==> src/rtl/maxpool_2x2.sv <==
// Streaming 2x2 stride-2 max-pool for one signed feature-map channel in raster order.
// Keeps a half-width line buffer of horizontal pair maxima from each even row.
module maxpool_2x2 #(
  parameter int unsigned DATA_WIDTH = 8,
  parameter int unsigned IMG_W      = 4,
  parameter int unsigned IMG_H      = 4
) (
  input  logic                         clk,
  input  logic                         reset,
  input  logic                         in_valid,
  input  logic signed [DATA_WIDTH-1:0] data,
  output logic                         out_valid,
  output logic signed [DATA_WIDTH-1:0] result,
  output logic                         frame_done
);

  localparam int unsigned COL_W = (IMG_W > 2) ? $clog2(IMG_W) : 1;
  localparam int unsigned ROW_W = (IMG_H > 2) ? $clog2(IMG_H) : 1;
  localparam int unsigned LB_N  = IMG_W / 2;
  localparam int unsigned LB_AW = (LB_N > 1) ? $clog2(LB_N) : 1;

  logic        [COL_W-1:0]      r_col;
  logic        [ROW_W-1:0]      r_row;
  logic signed [DATA_WIDTH-1:0] r_pair;
  logic signed [DATA_WIDTH-1:0] r_lb [LB_N];
  logic signed [DATA_WIDTH-1:0] r_result;
  logic                         r_out_valid;
  logic                         r_frame_done;

  logic                         w_col_last;
  logic                         w_row_last;
  logic        [LB_AW-1:0]      w_lb_idx;
  logic signed [DATA_WIDTH-1:0] w_pmax;
  logic signed [DATA_WIDTH-1:0] w_lb_rd;
  logic signed [DATA_WIDTH-1:0] w_wmax;

  assign w_col_last = (r_col == COL_W'(IMG_W - 1));
  assign w_row_last = (r_row == ROW_W'(IMG_H - 1));
  assign w_lb_idx   = LB_AW'(r_col >> 1);
  assign w_pmax     = (data > r_pair) ? data : r_pair;
  assign w_lb_rd    = r_lb[w_lb_idx];
  assign w_wmax     = (w_lb_rd > w_pmax) ? w_lb_rd : w_pmax;

  // Raster counters, pair register and registered pooled output.
  always_ff @(posedge clk) begin
    if (reset) begin
      r_col        <= '0;
      r_row        <= '0;
      r_pair       <= '0;
      r_result     <= '0;
      r_out_valid  <= 1'b0;
      r_frame_done <= 1'b0;
    end else begin
      r_out_valid  <= 1'b0;
      r_frame_done <= 1'b0;
      if (in_valid) begin
        if (w_col_last) begin
          r_col <= '0;
          r_row <= w_row_last ? '0 : r_row + ROW_W'(1);
        end else begin
          r_col <= r_col + COL_W'(1);
        end
        if (!r_col[0]) begin
          r_pair <= data;
        end else if (r_row[0]) begin
          r_result     <= w_wmax;
          r_out_valid  <= 1'b1;
          r_frame_done <= w_col_last && w_row_last;
        end
      end
    end
  end

  // Line buffer needs no reset: every entry is rewritten on an even row before its odd-row read.
  always_ff @(posedge clk) begin
    if (!reset && in_valid && r_col[0] && !r_row[0]) begin
      r_lb[w_lb_idx] <= w_pmax;
    end
  end

  assign out_valid  = r_out_valid;
  assign result     = r_result;
  assign frame_done = r_frame_done;

endmodule

==> config.mk <==
export PLATFORM = sky130hd
export DESIGN_NAME = maxpool_2x2
export DESIGN_NICKNAME = d
export VERILOG_FILES = /design/src/rtl/maxpool_2x2.sv
export SDC_FILE = /design/constraint.sdc
export NUM_CORES = 1
export LEC_CHECK = 0
export ABC_AREA = 1
export CORE_MARGIN = 2
export CORE_UTILIZATION = 40
export CTS_BUF_LIST = sky130_fd_sc_hd__clkbuf_16
export CTS_CLUSTER_SIZE = 14
export DETAILED_ROUTE_END_ITERATION = 7
export GPL_TIMING_DRIVEN = 1
export SYNTH_ARGS = -nofsm -noshare
export SYNTH_HDL_FRONTEND = slang
export SYNTH_SLANG_ARGS = --single-unit
==> constraint.sdc <==
create_clock -name clk -period 2.9 [get_ports clk]
set_input_delay 0.435 -clock clk [delete_from_list [all_inputs] [get_ports clk]]
set_output_delay 0.435 -clock clk [all_outputs]
set_load 0.005 [all_outputs]
======== Yosys cells after proc, flatten, opt, wreduce, memory -nomap -nowiden ========
Memory sizes are Yosys's and may differ from the RTL's. A register that Yosys moved wholly into a read port is not among the register bits.
Index checks and enable logic that the tools add are counted.
storage, ports and cells
  register bits ........................... 22
  output and inout port bits .............. 10
  memory bits (writable) .................. 16
  memories kept ........................... 1
  logic and storage cells ................. 36
cells by class
  reduce and logical (&&, ||, !) cells .... 11
  order comparisons ....................... 2
  bitwise logic cells ..................... 3
  add/subtract/negate cells ............... 2
  equality and inequality tests ........... 2
  mux-type cells .......................... 9
memory list
  memory  depth  width  read ports  clocked after Yosys merged registers in  wr ports  RTL line  text
  r_lb    2      8      1           1                                        1         25        logic signed [DATA_WIDTH-1:0] r_lb [LB_N];
operator list
  operator                                                       count
  8-bit > comparator                                             2
  8-bit two-way mux                                              2
  1-bit two-way mux                                              5
  2-bit by 1-bit adder with 2-bit output, second input constant  2
  2-bit == test, second input constant                           2
  1-bit logical AND                                              4
  2-bit two-way mux                                              2
  2-bit AND reduction                                            2
  4-bit OR reduction                                             1
  1-bit NOT                                                      3
  3-bit AND reduction                                            1
  3-bit OR reduction                                             1
  1-bit zero test                                                2

======== Depth between registers and ports, before layout ========
Gate-level depths: netlist of run 1.
  depth in word-level cells ............... 6
  depth in mapped cells ................... 28
  gate-level depth less buffers ........... 28

======== Least setup slack after synthesis of run 1 ========
No wires, ideal clock.
  kind .................................... input-to-reg
  start ................................... input port data[7]
  end ..................................... register r_result[0], in the netlist result[0]
  cell stages on the path ................. 21
  slack ................................... -0.028 ns
  buffers on the path ..................... 0
  required time ........................... 2.769 ns
  arrival ................................. 2.797 ns
  path through ............................ ha_1 a21o_2 nor2_4 nand3_2 nand3_4 nand2_1 nand2_1 inv_1 ha_1 nand2_1 inv_1 nand2_1 nand2_1 nand2_1 nand2_1 nand2_1 nand2_1 nand2_1 nand3_1 nand2_1 a21oi_2
on the way
  cells in the longest elaborated chain, start to end .. 4
ends and longest elaborated chain
  element               RTL line  text
  from (decl)           11        input logic signed [DATA_WIDTH-1:0] data,
  8-bit > comparator    40        assign w_pmax = (data > r_pair) ? data : r_pair;
  8-bit two-way mux     40
  net w_pmax[3]         33        logic signed [DATA_WIDTH-1:0] w_pmax;
  8-bit > comparator    42        assign w_wmax = (w_lb_rd > w_pmax) ? w_lb_rd : w_pmax;
  8-bit two-way mux     42
  to (signal assigned)  66        r_result <= w_wmax;
  to (decl)             26        logic signed [DATA_WIDTH-1:0] r_result;
The timed path passes the listed nets, and every way through them passes these cells.
A chain may end at the register's enable or synchronous reset.

======== Final worst setup path of run 1 ========
  start ................................... register r_pair[7]
  end ..................................... register r_result[7], in the netlist result[7]
on the way
  cells in the longest elaborated chain, start to end .. 4
ends and longest elaborated chain
  element                 RTL line  text
  from (decl)             24        logic signed [DATA_WIDTH-1:0] r_pair;
  from (signal assigned)  64        r_pair <= data;
  8-bit > comparator      40
  8-bit two-way mux       40
  net w_pmax[1]           33
  8-bit > comparator      42
  8-bit two-way mux       42
The timed path passes the listed nets, and every way through them passes these cells.

==> metrics.txt, run 1 <==
status=finished, final reports clean; main combinational cell family by area after synthesis=simple AND/OR/NAND/NOR gates; Area contributors post-synth=edfxtp_1, dfxtp_1, nand2_1; die area=5976 sq um; Seq cells post-synth=39; drt total wl=7188 microns; Comb pwr share=0.418; f_max=346.2 MHz; Synth Cell Area=2150 sq um; Net Sw Frac=0.3212; worst-path cell chain=inv_2, ha_4, nand2_2, nor2_4, buf_4, nand4_4, nand3_4, nand2_2, nand2_2, inv_2, ha_4, nand2_2, nand2_1, nand2_1, nand2_1, nand2_1, nand2_1, nand2_2, nand2_4, nand3_2, nand2_1, inv_1, nand2_2, a21oi_2; Synth Area in XOR/XNOR=0; Pwr Density=527.0 nW/um^2; drt initial violations=195; Final Slew Violations=0; Worst Setup SP=r_pair[7]$_SDFFE_PP0P_; Non-Filler Instances=478; Peak supply drop=0.3235 mV; post-synthesis adder-cell area fraction=0.1048; initial antenna violation count=0; Slew headroom=0.6439; grt total ovfl=0; RSZ-0062 raised after global routing=true; vias per inst=4.958; number of distinct library cells after synthesis=25; fraction of layout cells with a size suffix above 1=0.5074; Max Cap Violations=0; arrival time at the worst endpoint=3070 ps; clock power share=0.270; initial core utilization=0.4182; area delta synth->final=75.03%; I/O pins=21; Vert. Die Dim=77.31 microns; DRC=0; period utilization=0.9959; RR Startpoint=r_pair[7]$_SDFFE_PP0P_; CP delay by family, top=simple AND/OR/NAND/NOR gates; nets=436; IO Port Bufs=20; reg-to-reg endpoint=result[7]$_SDFFE_PP0P_; Setup crit end kind=register; GRT Util Overall=0.2341; critical path required time=3080 ps; vias post-DR=2370; Critical Path Max Stage Delay=340 ps; synth warn=0; final hold vios=0; P_leak=1.748 nW; syn avg cell area=7.845 sq um; Compound-Gate Fraction of Synth Area=0.1100; simple-gate portion of the synthesized area=0.2433; Synth async-reset ratio=0; clock transition at the registers of the reported paths=60 ps; Mapped Cells=274; count leader, synth=nand2_1; Reg power frac=0.312; H-Tree Depth=2; Synth area leader=edfxtp_1; Cells after DPL=409; Worst Path Buf+Inv=4; CTS tree=built; root buffer cell=clkbuf_16; P_sw=0.6367 mW; drt pass-1 iters=5; clock buffer depth=2; clock sink count=39; Detail Placement HPWL=3805 microns; Seq/Total Area, Yosys=0.4377; # diodes=0; CP max FO=7; Internal Power=1.346 mW; CORE AREA=5140 sq um; clk_skew=5.631 ps; pin count of the biggest net entering global routing=16; Die W=77.31 microns; clk_lat worst skew=290 ps; GPL Wtd Cong=0.8968; Synth Flop Type=dfxtp_1; type of the worst setup path=reg -> reg; FP Rows=26; minimum clock period=2888 ps; Tightest Pin Transition=528.5 ps; CP max stage cell=dfxtp_2; HP Class=reg -> reg; multiplexer share of the synthesized area=0.004657; most instantiated cells after synthesis=nand2_1, inv_1, dfxtp_1; WL/cell=15.04 microns; dpl cell area=2789 sq um; final setup fails=0; vias in the first global route=2400; antenna-violating nets left=0; capture point of the worst path=result[7]$_SDFFE_PP0P_; CP Launch Type=register; Synth Net Count=303; FF-to-FF path depth=24; CTS buffer count=5; R2R setup slack=10 ps; final instance area=3762 sq um; share of the synthesized area in the top cell type=0.2235; total stage count of the critical path=24; Post-synth EDFFs=16; first-pass GRT wire length=10740 microns
## cell type report
cell class | instances | area [sq um]
Fill cell | 359 | 1378
Multi-Input combinational cell | 179 | 1369
Timing Repair Buffer | 128 | 1013
Sequential cell | 39 | 949.7
Inverter | 54 | 202.7
Clock buffer | 5 | 125.1
Tap cell | 70 | 87.58
Clock inverter | 3 | 15.01
## power groups by stage
stage                     Sequential [mW]  Clock, mW  Combinational [mW]
after floorplan                     0.619          0               0.241
after global placement              0.625          0               0.419
after detailed placement            0.626          0               0.422
after CTS                           0.615      0.533               0.672
after global routing                0.620      0.567               0.880
final                               0.619      0.535               0.829
## sequential cells by signal, summed over array words and instances (netlist names), named ones only
register	count
frame_done	1
r_row	2
r_col	2
r_pair	8
r_lb	16
result	8
out_valid	1
## how the worst min path moves through the flow
stage / start / end / slack [ps] / cells after the start
after floorplan: r_row[1]$_SDFFE_PP0P_ / r_row[1]$_SDFFE_PP0P_ / 440 / 2
after global placement: r_row[1]$_SDFFE_PP0P_ / r_row[1]$_SDFFE_PP0P_ / 460 / 2
after detailed placement: result[2]$_SDFFE_PP0P_ / result[2]$_SDFFE_PP0P_ / 460 / 2
after CTS: result[2]$_SDFFE_PP0P_ / result[2]$_SDFFE_PP0P_ / 470 / 2
after global routing: r_pair[6]$_SDFFE_PP0P_ / r_pair[6]$_SDFFE_PP0P_ / 490 / 2
final: r_pair[6]$_SDFFE_PP0P_ / r_pair[6]$_SDFFE_PP0P_ / 460 / 2
## layer usage
layer | up-vias | share of wire | routed length [microns] | GRT usage
li1 | 1162 | - | - | -
met2 | 69 | 0.51 | 3667 | 0.4139
met1 | 1108 | 0.40 | 2878 | 0.2557
met4 | 0 | 0.051 | 368 | 0.1393
met3 | 31 | 0.038 | 274 | 0.04941
met5 | - | 0 | 0 | 0
## worst reg2reg max path, stage by stage (launching register included)
cell     delay, ps
dfxtp_2        340
inv_2           50
ha_4           280
nand2_2         90
nor2_4         100
buf_4          120
nand4_4        120
nand3_4        200
nand2_2        100
nand2_2         90
inv_2           60
ha_4           280
nand2_2         50
nand2_1         70
nand2_1         60
nand2_1         50
nand2_1         50
nand2_1         80
nand2_2        100
nand2_4        150
nand3_2        100
nand2_1         90
inv_1           60
nand2_2         60
a21oi_2         50
## layout by cell type, fill, tap and decap left out, types with 5 or more instances in the layout
cell type,synthesis,final
dfxtp_1,23,16
nand2_2,1,22
dfxtp_2,0,7
buf_4,0,103
nand2_1,73,48
nand3_2,1,9
a21oi_2,1,5
clkdlybuf4s50_1,0,12
nor2_1,9,5
buf_6,0,5
o21ai_0,17,17
inv_2,0,15
nand4_1,8,8
ha_4,0,12
ha_1,18,5
edfxtp_1,16,16
inv_1,53,39
a21oi_1,22,17
clkbuf_16,0,5
nand3_1,18,9
## what timing repair did
item	CTS	global route
gates cloned	2	0
pin swaps	35	36
gates resized for setup	54	61
hold buffers	0	0
setup endpoints to repair	8	14
buffers inserted	50	9
## logic make-up (layout without fill, tap and decap cells)
group | after synthesis | after routing
buffers and inverters | 57 | 190
flip-flops | 39 | 39
AND/OR/NAND/NOR | 116 | 117
AO/OA/AOI/OAI | 43 | 43
adder cells (fa/ha/maj) | 18 | 18
multiplexers | 1 | 1
## stage by stage
| stage | hold slack [ps] | setup WS (ps) | TNS, ps | utilization | total power [mW] |
|---|---|---|---|---|---|
| after global routing | 491.9 | -128.0 | -704.8 | 0.7320 | 2.068 |
| final | 464.3 | 11.80 | 0 | 0.7320 | 1.983 |
| after global placement | 456.9 | -627.1 | -4813 | 0.5426 | 1.044 |
| after floorplan | 443.9 | 20.94 | 0 | - | 0.8602 |
| after detailed placement | 458.4 | -624.2 | -4841 | 0.5426 | 1.048 |
| after CTS | 467.6 | 82.62 | 0 | 0.6865 | 1.820 |
Power figures use the tool's default switching activity.
==> inputs of run 2 (changes only) <==
==> constraint.sdc (replaced) <==
create_clock -name clk -period 3.1 [get_ports clk]
set_input_delay 0.465 -clock clk [delete_from_list [all_inputs] [get_ports clk]]
set_output_delay 0.465 -clock clk [all_outputs]
set_load 0.005 [all_outputs]
==> run 2 against run 1 <==
  * Critical path depth up 1
  * Combinational power down 39%
  * Die area unchanged
  * Setup slack better by 110 ps
  * Worst hold slack better by 1.6 ps
  * Clock skew up 1.7 ps
  * Via count down 16%
  * Critical path type is now in -> reg
  * Largest power group is now sequential cells
  * Highest routed layer unchanged
==> metrics.txt, run 2 (synthesis gave the netlist of run 1 again) <==
RR Startpoint=r_pair[7]$_SDFFE_PP0P_; R2R setup slack=150 ps; Tightest Pin Transition=479.8 ps; dpl cell area=2764 sq um; drt initial violations=130; antenna-violating nets left=0; CP Launch Type=input pin; first-pass GRT wire length=8355 microns; vias post-DR=2000; vias in the first global route=1843; Die W=77.31 microns; CTS tree=built; reg-to-reg endpoint=result[1]$_SDFFE_PP0P_; Slew headroom=0.6767; Max Cap Violations=0; hold bufs inserted after CTS=0; most frequent cell on the critical path=nand2_1; drt pass-1 iters=4; Detail Placement HPWL=3803 microns; grt total ovfl=0; minimum clock period=2975 ps; clk_lat worst skew=280 ps; final instance area=3243 sq um; root buffer cell=clkbuf_16; type of the worst setup path=in -> reg; drt total wl=5086 microns; vias per inst=4.695; final setup fails=0; IO Port Bufs=20; initial antenna violation count=0; pin count of the biggest net entering global routing=16; CP max stage cell=ha_4; clock transition at the registers of the reported paths=60 ps; Critical Path Max Stage Delay=290 ps; final hold vios=0; period utilization=0.9598; FP Rows=26; area delta synth->final=50.87%; f_max=336.1 MHz; clock buffer depth=2; Pwr Density=502.7 nW/um^2; FF-to-FF path depth=25; Peak supply drop=0.2625 mV; H-Tree Depth=2; HP Class=reg -> reg; Hold WS=466.0 ps; Place WS=-504.4 ps; Worst Path Buf+Inv=6; Largest Register=r_lb; die area=5976 sq um; commonest non-fill, non-tap cell in the layout=buf_4; GPL Wtd Cong=0.8427; max FFs per register=16; # diodes=0; hold worst-path end=result[4]$_SDFFE_PP0P_; clock sink count=39; Setup crit end kind=register; DRC=0; initial core utilization=0.4182; nets=384; Final Slew Violations=0; arrival time at the worst endpoint=3190 ps; CORE AREA=5140 sq um; clk_skew=7.332 ps; CP delay by family, top=simple AND/OR/NAND/NOR gates; fraction of layout cells with a size suffix above 1=0.3287; P_leak=1.539 nW; Vert. Die Dim=77.31 microns; status=finished, final reports clean; CP max FO=8; WL/cell=11.94 microns; WHS Path Cells=2; GRT Util Overall=0.1787; PnR worst setup slack=124.6 ps; CTS buffer count=5; most frequent cells in the layout=buf_4, nand2_1, inv_1; I/O pins=21; HP Start=result[4]$_SDFFE_PP0P_; critical path required time=3310 ps
-- run 2: routing by layer --
layer | track usage | up-vias | wire, microns
li1 | - | 1052 | -
met1 | 0.2387 | 903 | 2376
met2 | 0.2765 | 33 | 2424
met3 | 0.04235 | 12 | 161
met4 | 0.07500 | 0 | 124
met5 | 0 | - | 0
-- run 2: report_power, final --
group	leakage [nW]	internal, mW	total, mW	switching (mW)
registers	0.336	0.563	0.576	0.0129
logic	1.12	0.245	0.508	0.263
clock network	0.0820	0.347	0.547	0.200
-- run 2: repair_timing --
item / CTS / global route
gates resized for setup: 15 / 45
pin swaps: 8 / 24
buffers inserted: 3 / 9
endpoints found under the setup margin: 8 / 8
gates cloned: 0 / 0
endpoints found under the hold margin: 0 / 0
-- run 2: worst reg2reg max path, stage by stage, from the launching register on --
cell and delay, ps:
dfxtp_2 340, inv_1 80, ha_4 260, a21o_2 230
nor2_4 120, nand2_2 80, nand2_4 120, nand3_4 160
nand2_2 130, nand2_2 70, inv_2 80, ha_4 200
nand2_2 70, inv_1 40, nand2_1 50, nand2_1 40
nand2_1 50, nand2_1 50, nand2_1 90, nand2_2 90
buf_6 150, nand3_1 70, nand2_1 60, inv_1 70
nand2_1 60, a21oi_1 120
-- run 2: how the worst max path moves through the flow --
stage | startpoint | to | slack, ps | cells past startpoint
6_report | data[7] | result[1]$_SDFFE_PP0P_ | 120 | 25
3_5_place_dp | data[7] | result[2]$_SDFFE_PP0P_ | -500 | 22
4_1_cts | data[1] | result[1]$_SDFFE_PP0P_ | 6 | 22
3_3_place_gp | data[5] | result[2]$_SDFFE_PP0P_ | -450 | 21
5_1_grt | r_pair[7]$_SDFFE_PP0P_ | result[4]$_SDFFE_PP0P_ | -70 | 25
2_1_floorplan | data[7] | result[0]$_SDFFE_PP0P_ | 140 | 21
-- run 2: final cells by class --
cell class | instances | area [sq um]
fillers | 468 | 1897
multi-input cells | 178 | 1186
flip-flops and latches | 39 | 947.2
repair buffers | 77 | 655.6
inverters | 54 | 202.7
clock buffers | 6 | 150.1
well taps | 70 | 87.58
clock inverters | 2 | 13.76
-- run 2: per-stage QoR --
stage	util	instances	TNS (ps)	total power, mW
floorplan	-	274	0	0.8030
global placement	0.5377	406	-3275	0.9710
detailed placement	0.5377	406	-3771	0.9782
CTS	0.5889	417	0	1.568
global route	0.6310	426	-358.1	1.730
finish	0.6310	426	0	1.630
==> inputs of run 3 (changes only) <==
--- a/config.mk
+++ b/config.mk
@@ -6,12 +6,13 @@
 export NUM_CORES = 1
 export LEC_CHECK = 0
 export ABC_AREA = 1
-export CORE_MARGIN = 2
+export CORE_MARGIN = 3
 export CORE_UTILIZATION = 40
 export CTS_BUF_LIST = sky130_fd_sc_hd__clkbuf_16
 export CTS_CLUSTER_SIZE = 14
 export DETAILED_ROUTE_END_ITERATION = 7
 export GPL_TIMING_DRIVEN = 1
+export SETUP_SLACK_MARGIN = 0.3
 export SYNTH_ARGS = -nofsm -noshare
 export SYNTH_HDL_FRONTEND = slang
 export SYNTH_SLANG_ARGS = --single-unit
==> run 3 against run 2 <==
  * Utilization up 2.8 points
  * Combinational power up 19%
  * Clock-buffer cell count down 1
  * Clock skew down 1.9 ps
  * Sequential power about the same
  * Maximum frequency up 5.8%
  * Via count up 4.1%
  * Cell area up 4.4%
  * Critical path depth down 7
  * Clock power down 12%
  * Critical path type is now reg -> reg
  * Largest cell class unchanged
  * Largest power group is now combinational cells
  * Highest routed layer unchanged
==> metrics.txt, run 3 (synthesis gave the netlist of run 1 again) <==
root buffer cell=clkbuf_16; hold worst-path end=result[4]$_SDFFE_PP0P_; clock buffer depth=2; Fill cells=455; f_max=355.7 MHz; CTS buffer count=5; RSZ-0062 raised after global routing=true; clk_skew=5.436 ps; die area=6289 sq um; vias post-DR=2082; pin count of the biggest net entering global routing=16; R2R setup slack=290 ps; I/O pins=21; period utilization=0.9068; minimum clock period=2811 ps; Non-Filler Instances=422; Vert. Die Dim=79.31 microns; CORE AREA=5140 sq um; RR Startpoint=r_pair[7]$_SDFFE_PP0P_; Slew headroom=0.6771; Final Slew Violations=0; Largest Register=r_lb; Peak supply drop=0.3230 mV; GPL Wtd Cong=0.8611; nets=380; vias per inst=4.934; FF-to-FF path depth=18; clk_lat worst skew=280 ps; Max Cap Violations=0; P_leak=1.496 nW; Critical Path Max Stage Delay=330 ps; Util after Layout=0.6587; drt total wl=5792 microns; PnR worst setup slack=288.9 ps; reg-to-reg endpoint=result[0]$_SDFFE_PP0P_; fraction of layout cells with a size suffix above 1=0.4460; max FFs per register=16; Comb pwr share=0.364; drt pass-1 iters=4; FP Rows=26; Net Sw Frac=0.3224; clock transition at the registers of the reported paths=60 ps; Die W=79.31 microns; WL/cell=13.73 microns; most frequent cell on the critical path=nand2_2; CP max stage cell=dfxtp_2; vias in the first global route=2009; Reg power frac=0.348; type of the worst setup path=reg -> reg; HP Start=result[4]$_SDFFE_PP0P_; initial antenna violation count=0; worst-path cell chain=inv_2, ha_4, a21o_4, nor2_4, nand2_4, nand2_4, nand3_4, nand2_2, nand2_2, ha_1, nand2_1, nor2_4, a41oi_4, buf_4, nand2_8, nand3_2, nand2_2, a21oi_2; Place WS=-411.7 ps; drt initial violations=126; Setup crit end kind=register; most frequent cells in the layout=buf_4, nand2_1, inv_1; final setup fails=0; IO Port Bufs=20; Tightest Pin Transition=483.7 ps; grt total ovfl=0; dpl cell area=2750 sq um; P_sw=0.5357 mW; H-Tree Depth=2; critical path required time=3270 ps; final hold vios=0; initial core utilization=0.4182; Cells after DPL=398; CP Launch Type=register; clock power share=0.288; CTS tree=built; final setup TNS=0 ps; commonest non-fill, non-tap cell in the layout=buf_4; # diodes=0; HP Class=reg -> reg; first-pass GRT wire length=9280 microns; arrival time at the worst endpoint=2980 ps; area delta synth->final=57.51%; final instance area=3386 sq um; CP max FO=8; Internal Power=1.126 mW; antenna-violating nets left=0; DRC=0; clock sink count=39; GRT Util Overall=0.1930; WHS Path Cells=2; Detail Placement HPWL=3770 microns; Pwr Density=490.8 nW/um^2; status=finished, final reports clean
==> run 3: changes by cell type in the layout (fill, tap and decap cells not counted), moves of 4 or more <==
cell and delta:
nand2_1 -8, inv_2 +10, dlymetal6s2s_1 -6, buf_6 -4, nand3_1 -11, inv_1 -9
ha_4 +4, nand2_2 +4, nand3_2 +9, nand2_4 +5
==> run 3: power groups by stage <==
| stage | combinational [mW] | sequential [mW] | clock, mW |
|---|---|---|---|
| 6_report | 0.605 | 0.578 | 0.479 |
| 5_1_grt | 0.661 | 0.580 | 0.515 |
| 4_1_cts | 0.536 | 0.577 | 0.497 |
| 3_5_place_dp | 0.390 | 0.586 | 0 |
| 3_3_place_gp | 0.387 | 0.586 | 0 |
| 2_1_floorplan | 0.245 | 0.579 | 0 |
==> run 3: worst max-delay path by stage <==
stage / start / end / slack, ps / cells after the start
after floorplan: data[7] / result[0]$_SDFFE_PP0P_ / 410 / 23
after global placement: data[5] / result[6]$_SDFFE_PP0P_ / -400 / 23
after detailed placement: data[5] / result[5]$_SDFFE_PP0P_ / -410 / 24
after CTS: r_pair[5]$_SDFFE_PP0P_ / result[4]$_SDFFE_PP0P_ / 300 / 24
after global routing: r_pair[2]$_SDFFE_PP0P_ / result[7]$_SDFFE_PP0P_ / 100 / 27
final: r_pair[7]$_SDFFE_PP0P_ / result[0]$_SDFFE_PP0P_ / 290 / 18
==> run 3: area by class of cell <==
class                   instances  area [sq um]  share of cell area
clock buffers                   5         125.1             0.03695
clock inverters                 3         15.01            0.004435
inverters                      54         202.7             0.05987
multi-input cells             181          1451              0.4287
flip-flops and latches         39         952.2              0.2812
well taps                      70         87.58             0.02587
repair buffers                 70         551.8              0.1630
==> run 3: through the flow <==
stage | hold WS, ps | total power [mW]
floorplan | 443.9 | 0.8245
global placement | 454.3 | 0.9726
detailed placement | 458.2 | 0.9760
CTS | 464.4 | 1.610
global route | 478.9 | 1.756
finish | 464.9 | 1.662
==> run 3: metal layers <==
metal | share of wire | GRT usage | up-vias
met1 | 0.42 | 0.2301 | 964
li1 | - | - | 1051
met2 | 0.51 | 0.3182 | 46
met5 | 0 | 0 | -
met3 | 0.039 | 0.05102 | 21
met4 | 0.037 | 0.09966 | 0
==> run 3: critical path: cells and delay by family (launching register included) <==
kind | cells | cell delay [ps]
flops | 1 | 330
buf+inv | 2 | 220
fa+ha+maj | 2 | 510
simple gates | 11 | 1250
compound gates | 3 | 370
==> run 3: repair_timing <==
item,4_1_cts,5_1_grt
hold buffers,0,0
setup buffers,8,5
endpoints found under the setup margin,8,8
hold endpoints to repair,0,0
gates resized for setup,87,34
cloned,3,0
pin swaps,37,28
==> edit 1: new RTL, flow settings as in run 2 <==
The parameter `IMG_H` goes from 4 to 2.
--- a/src/rtl/maxpool_2x2.sv
+++ b/src/rtl/maxpool_2x2.sv
@@ -4,5 +4,5 @@
   parameter int unsigned DATA_WIDTH = 8,
   parameter int unsigned IMG_W      = 4,
-  parameter int unsigned IMG_H      = 4
+  parameter int unsigned IMG_H      = 2
 ) (
   input  logic                         clk,
Function: changed (Yosys sat finds a counterexample within 10 cycles, from zero or initial values and one cycle with reset high).
==> edit 1 against run 2 <==
  * Worst setup slack gained 0.051 ns
  * Design area grew 2.7%
  * Sequential power shrank 2%
  * Synthesized cell count shrank 0.36%
  * Worst hold slack lost 0.0042 ns
  * Synthesized area shrank 0.93%
  * Final cell count grew 1.9%
  * Total power grew 3.6%
  * Wire length grew 8.6%
  * Via count grew 2.8%
  * Sequential cell count shrank 1
  * Largest power group is now clock
==> edit 1: results (changes against run 2) <==
\begin{tabular}{lr}
\hline
Metric & Value \\
\hline
\multicolumn{2}{l}{\textbf{Status}} \\
Outcome & completed \\
\multicolumn{2}{l}{\textbf{Placed design}} \\
Placed standard-cell area & 2720 um\^{}2 (-1.7\%) \\
Number of placed instances with taps included & 401 (-1.2\%) \\
Post-placement worst setup slack & -0.401 ns (+0.103 ns) \\
Half-perimeter wire length of the detailed placement result & 3710 um (-2.6\%) \\
\multicolumn{2}{l}{\textbf{Logic synthesis}} \\
Seq/Total Area, Yosys & 43.2\% (-0.53 points) \\
Top cells by area, synth & sky130\_fd\_sc\_hd\_\_edfxtp\_1, sky130\_fd\_sc\_hd\_\_dfxtp\_1, sky130\_fd\_sc\_hd\_\_nand2\_1 \\
Mux share of post-synthesis cell area & 0.470\% (+0.0044 points) \\
Area fraction in compound gates after synthesis & 9.93\% (-1.1 points) \\
\multicolumn{2}{l}{\textbf{Final layout}} \\
Number of fill cells in the layout & 434 (-7.3\%) \\
Layout cell share with drive strength beyond 1 & 35.7\% (+2.8 points) \\
Number of non-filler instances in the completed layout & 434 (+1.9\%) \\
\multicolumn{2}{l}{\textbf{Setup path}} \\
Number of cells on the worst reg-to-reg path & 23 (-8.0\%) \\
Critical path's slowest cell & sky130\_fd\_sc\_hd\_\_dfxtp\_2 \\
Data arrival time of the critical path & 3.13 ns (-0.06 ns) \\
Classification of the worst setup path & flip-flop to flip-flop \\
Peak per-stage delay on the critical path & 0.33 ns (+0.04 ns) \\
Worst reg2reg endpoint & result[3] \\
\multicolumn{2}{l}{\textbf{Global route}} \\
Aggregate global-route resource usage & 19.2\% (+1.3 points) \\
Routing usage on met2 & 34.4\% (+6.7 points) \\
GR Util met1 & 22.7\% (-1.1 points) \\
\multicolumn{2}{l}{\textbf{Pwr}} \\
Leakage & 1.63 nW (+5.8\%) \\
\multicolumn{2}{l}{\textbf{Timing}} \\
Clock Skew & 0.00385 ns (-0.00348 ns) \\
Relative slew slack & 63.9\% (-3.8 points) \\
\multicolumn{2}{l}{\textbf{Detailed routing}} \\
Detailed route wirelength on metal2 & 2850 um (+18\%) \\
Routed vias/inst & 4.74 (+0.86\%) \\
\hline
\end{tabular}
[edit 1: timing repair]
item                       CTS  global route
gates resized for setup     21            43
setup buffers               10            12
gates cloned                 2             1
pin swaps                   20            28
setup endpoints to repair    8            10
[edit 1: worst max-delay path, delay by kind of cell, from the launching register on]
kind | cells | cell delay, ns
simple gates | 15 | 1.49
fa+ha+maj | 2 | 0.56
flops | 1 | 0.33
compound gates | 2 | 0.27
buf+inv | 4 | 0.21
[edit 1: area by class of cell]
| class | instances | area, um^2 | share of cell area (%) |
|---|---|---|---|
| clock buffer | 5 | 125 | 3.76 |
| clock inverter | 3 | 43.8 | 1.31 |
| inverter | 56 | 210 | 6.31 |
| multi-input combinational | 178 | 1240 | 37.1 |
| sequential | 38 | 927 | 27.8 |
| tap | 70 | 87.6 | 2.63 |
| timing repair buffer | 84 | 701 | 21.0 |
[edit 1: report_power, final]
group          internal [mW]  switching, mW
Sequential             0.548         0.0143
Clock                  0.380          0.203
Combinational          0.259          0.284
Total                   1.19          0.502
==> edit 2: new RTL, flow settings as in run 2 <==
Without the edit above. Make the reset (`reset`) asynchronous in one clocked block.
--- a/src/rtl/maxpool_2x2.sv
+++ b/src/rtl/maxpool_2x2.sv
@@ -43,5 +43,5 @@
 
   // Raster counters, pair register and registered pooled output.
-  always_ff @(posedge clk) begin
+  always_ff @(posedge clk or posedge reset) begin
     if (reset) begin
       r_col        <= '0;
Function: differs if reset is asserted again (counterexample within 10 cycles, from zero or initial values and one cycle with reset high); with reset held inactive, the same outputs for 10 cycles.
==> edit 2 against run 2 <==
  * Design area rose by 2.2%
  * Wire length rose by 1.5%
  * Sequential cell count fell by 1
  * Synthesized area rose by 6.1%
  * Worst setup slack improved by 0.077 ns
  * Count of clock-buffer cells in the layout fell by 1
  * Via count fell by 4.8%
  * Sequential share of layout area rose by 1.9 points
  * Critical endpoint is now result[4]
Power is not compared: it rests on default switching activity, and its combinational part moved more than twofold at a synthesized area within 25%.
==> edit 2: results (changes against run 2) <==
\begin{tabular}{lr}
\hline
Metric & Value \\
\hline
\multicolumn{2}{l}{\textbf{Status}} \\
Outcome & completed \\
\multicolumn{2}{l}{\textbf{Logic synthesis}} \\
Mux share of post-synthesis cell area & 0.933\% (+0.47 points) \\
Top cells by area, synth & sky130\_fd\_sc\_hd\_\_dfrtp\_1, sky130\_fd\_sc\_hd\_\_edfxtp\_1, sky130\_fd\_sc\_hd\_\_nand2\_1 \\
Area fraction in compound gates after synthesis & 5.70\% (-5.3 points) \\
Seq/Total Area, Yosys & 45.2\% (+1.4 points) \\
Syn Nets & 289 (-4.6\%) \\
Post-Syn Area per Cell & 8.77 um\^{}2 (+12\%) \\
Commonest cells post-synth & sky130\_fd\_sc\_hd\_\_nand2\_1, sky130\_fd\_sc\_hd\_\_inv\_1, sky130\_fd\_sc\_hd\_\_dfrtp\_1, sky130\_fd\_sc\_hd\_\_ha\_1 \\
Post-synth ARST share & 57.9\% (+58 points) \\
Synth unique cells & 28 (+12\%) \\
\multicolumn{2}{l}{\textbf{Placed design}} \\
RD Place Congestion & 0.789 (-6.4\%) \\
Half-perimeter wire length of the detailed placement result & 3730 um (-2.0\%) \\
Post-placement worst setup slack & -0.382 ns (+0.122 ns) \\
Number of placed instances with taps included & 375 (-7.6\%) \\
\multicolumn{2}{l}{\textbf{Detailed routing}} \\
Via Count & 1,904 (-4.8\%) \\
WL final & 5160 um (+1.5\%) \\
Initial drt markers & 113 (-13\%) \\
Count of TritonRoute iterations in the first routing pass & 6 (+2) \\
\multicolumn{2}{l}{\textbf{Timing}} \\
Relative slew slack & 50.6\% (-17 points) \\
Final worst hold slack & 0.480 ns (+0.0144 ns) \\
Clock Skew & 0.00674 ns (-0.000590 ns) \\
\multicolumn{2}{l}{\textbf{Worst hold path}} \\
Launch point of the worst hold path & result[6] \\
End of the worst hold path & result[6] \\
\multicolumn{2}{l}{\textbf{Global route}} \\
Via count of the first global-routing pass & 1,748 (-5.2\%) \\
Routing usage on met2 & 28.4\% (+0.75 points) \\
Largest net degree at the start of global routing & 23 (+7) \\
GR Util met1 & 21.1\% (-2.7 points) \\
Aggregate global-route resource usage & 16.6\% (-1.2 points) \\
Met3 usage in global routing & 2.71\% (-1.5 points) \\
\multicolumn{2}{l}{\textbf{Final layout}} \\
Layout cell share with drive strength beyond 1 & 37.6\% (+4.7 points) \\
Number of fill cells in the layout & 458 (-2.1\%) \\
Number of non-filler instances in the completed layout & 399 (-6.3\%) \\
\multicolumn{2}{l}{\textbf{Setup path}} \\
Worst reg2reg endpoint & result[4] \\
Data arrival time of the critical path & 3.07 ns (-0.12 ns) \\
Number of cells on the worst reg-to-reg path & 19 (-24\%) \\
Reg2Reg Setup Slack & 0.20 ns (+0.05 ns) \\
Worst reg2reg path startpoint & r\_pair[5] \\
Peak per-stage delay on the critical path & 0.39 ns (+0.10 ns) \\
\multicolumn{2}{l}{\textbf{Clocking}} \\
Number of setup buffers added after CTS & 1 (-2) \\
\hline
\end{tabular}
## edit 2: final cells by class
cell class	count	area [um^2]	area share, %
Multi-Input combinational cell	178	1300	39.1
Sequential cell	38	1030	31.1
Timing Repair Buffer	59	538	16.2
Inverter	44	165	4.98
Clock buffer	5	125	3.78
Tap cell	72	90.1	2.72
Clock inverter	3	68.8	2.08
## edit 2: cell families after synthesis
kind of cell | after synthesis
simple gates | 132
buf+inv | 47
flops | 38
compound gates | 23
fa+ha+maj | 18
mux | 2
## edit 2: per-layer routing
layer	up-vias	share of wire, %
li1	980	-
met1	882	46
met2	35	51
met3	7	2.1
met4	0	1.7
met5	-	0
## edit 2: worst max-delay path by stage
stage	startpoint	to	slack, ns	depth (start not counted)
2_1_floorplan	data[5]	result[0]	0.33	18
3_3_place_gp	data[5]	result[6]	-0.33	19
3_5_place_dp	data[5]	result[4]	-0.38	19
4_1_cts	data[3]	result[4]	0.003	24
5_1_grt	r_pair[1]	result[5]	-0.02	28
6_report	r_pair[5]	result[4]	0.20	19
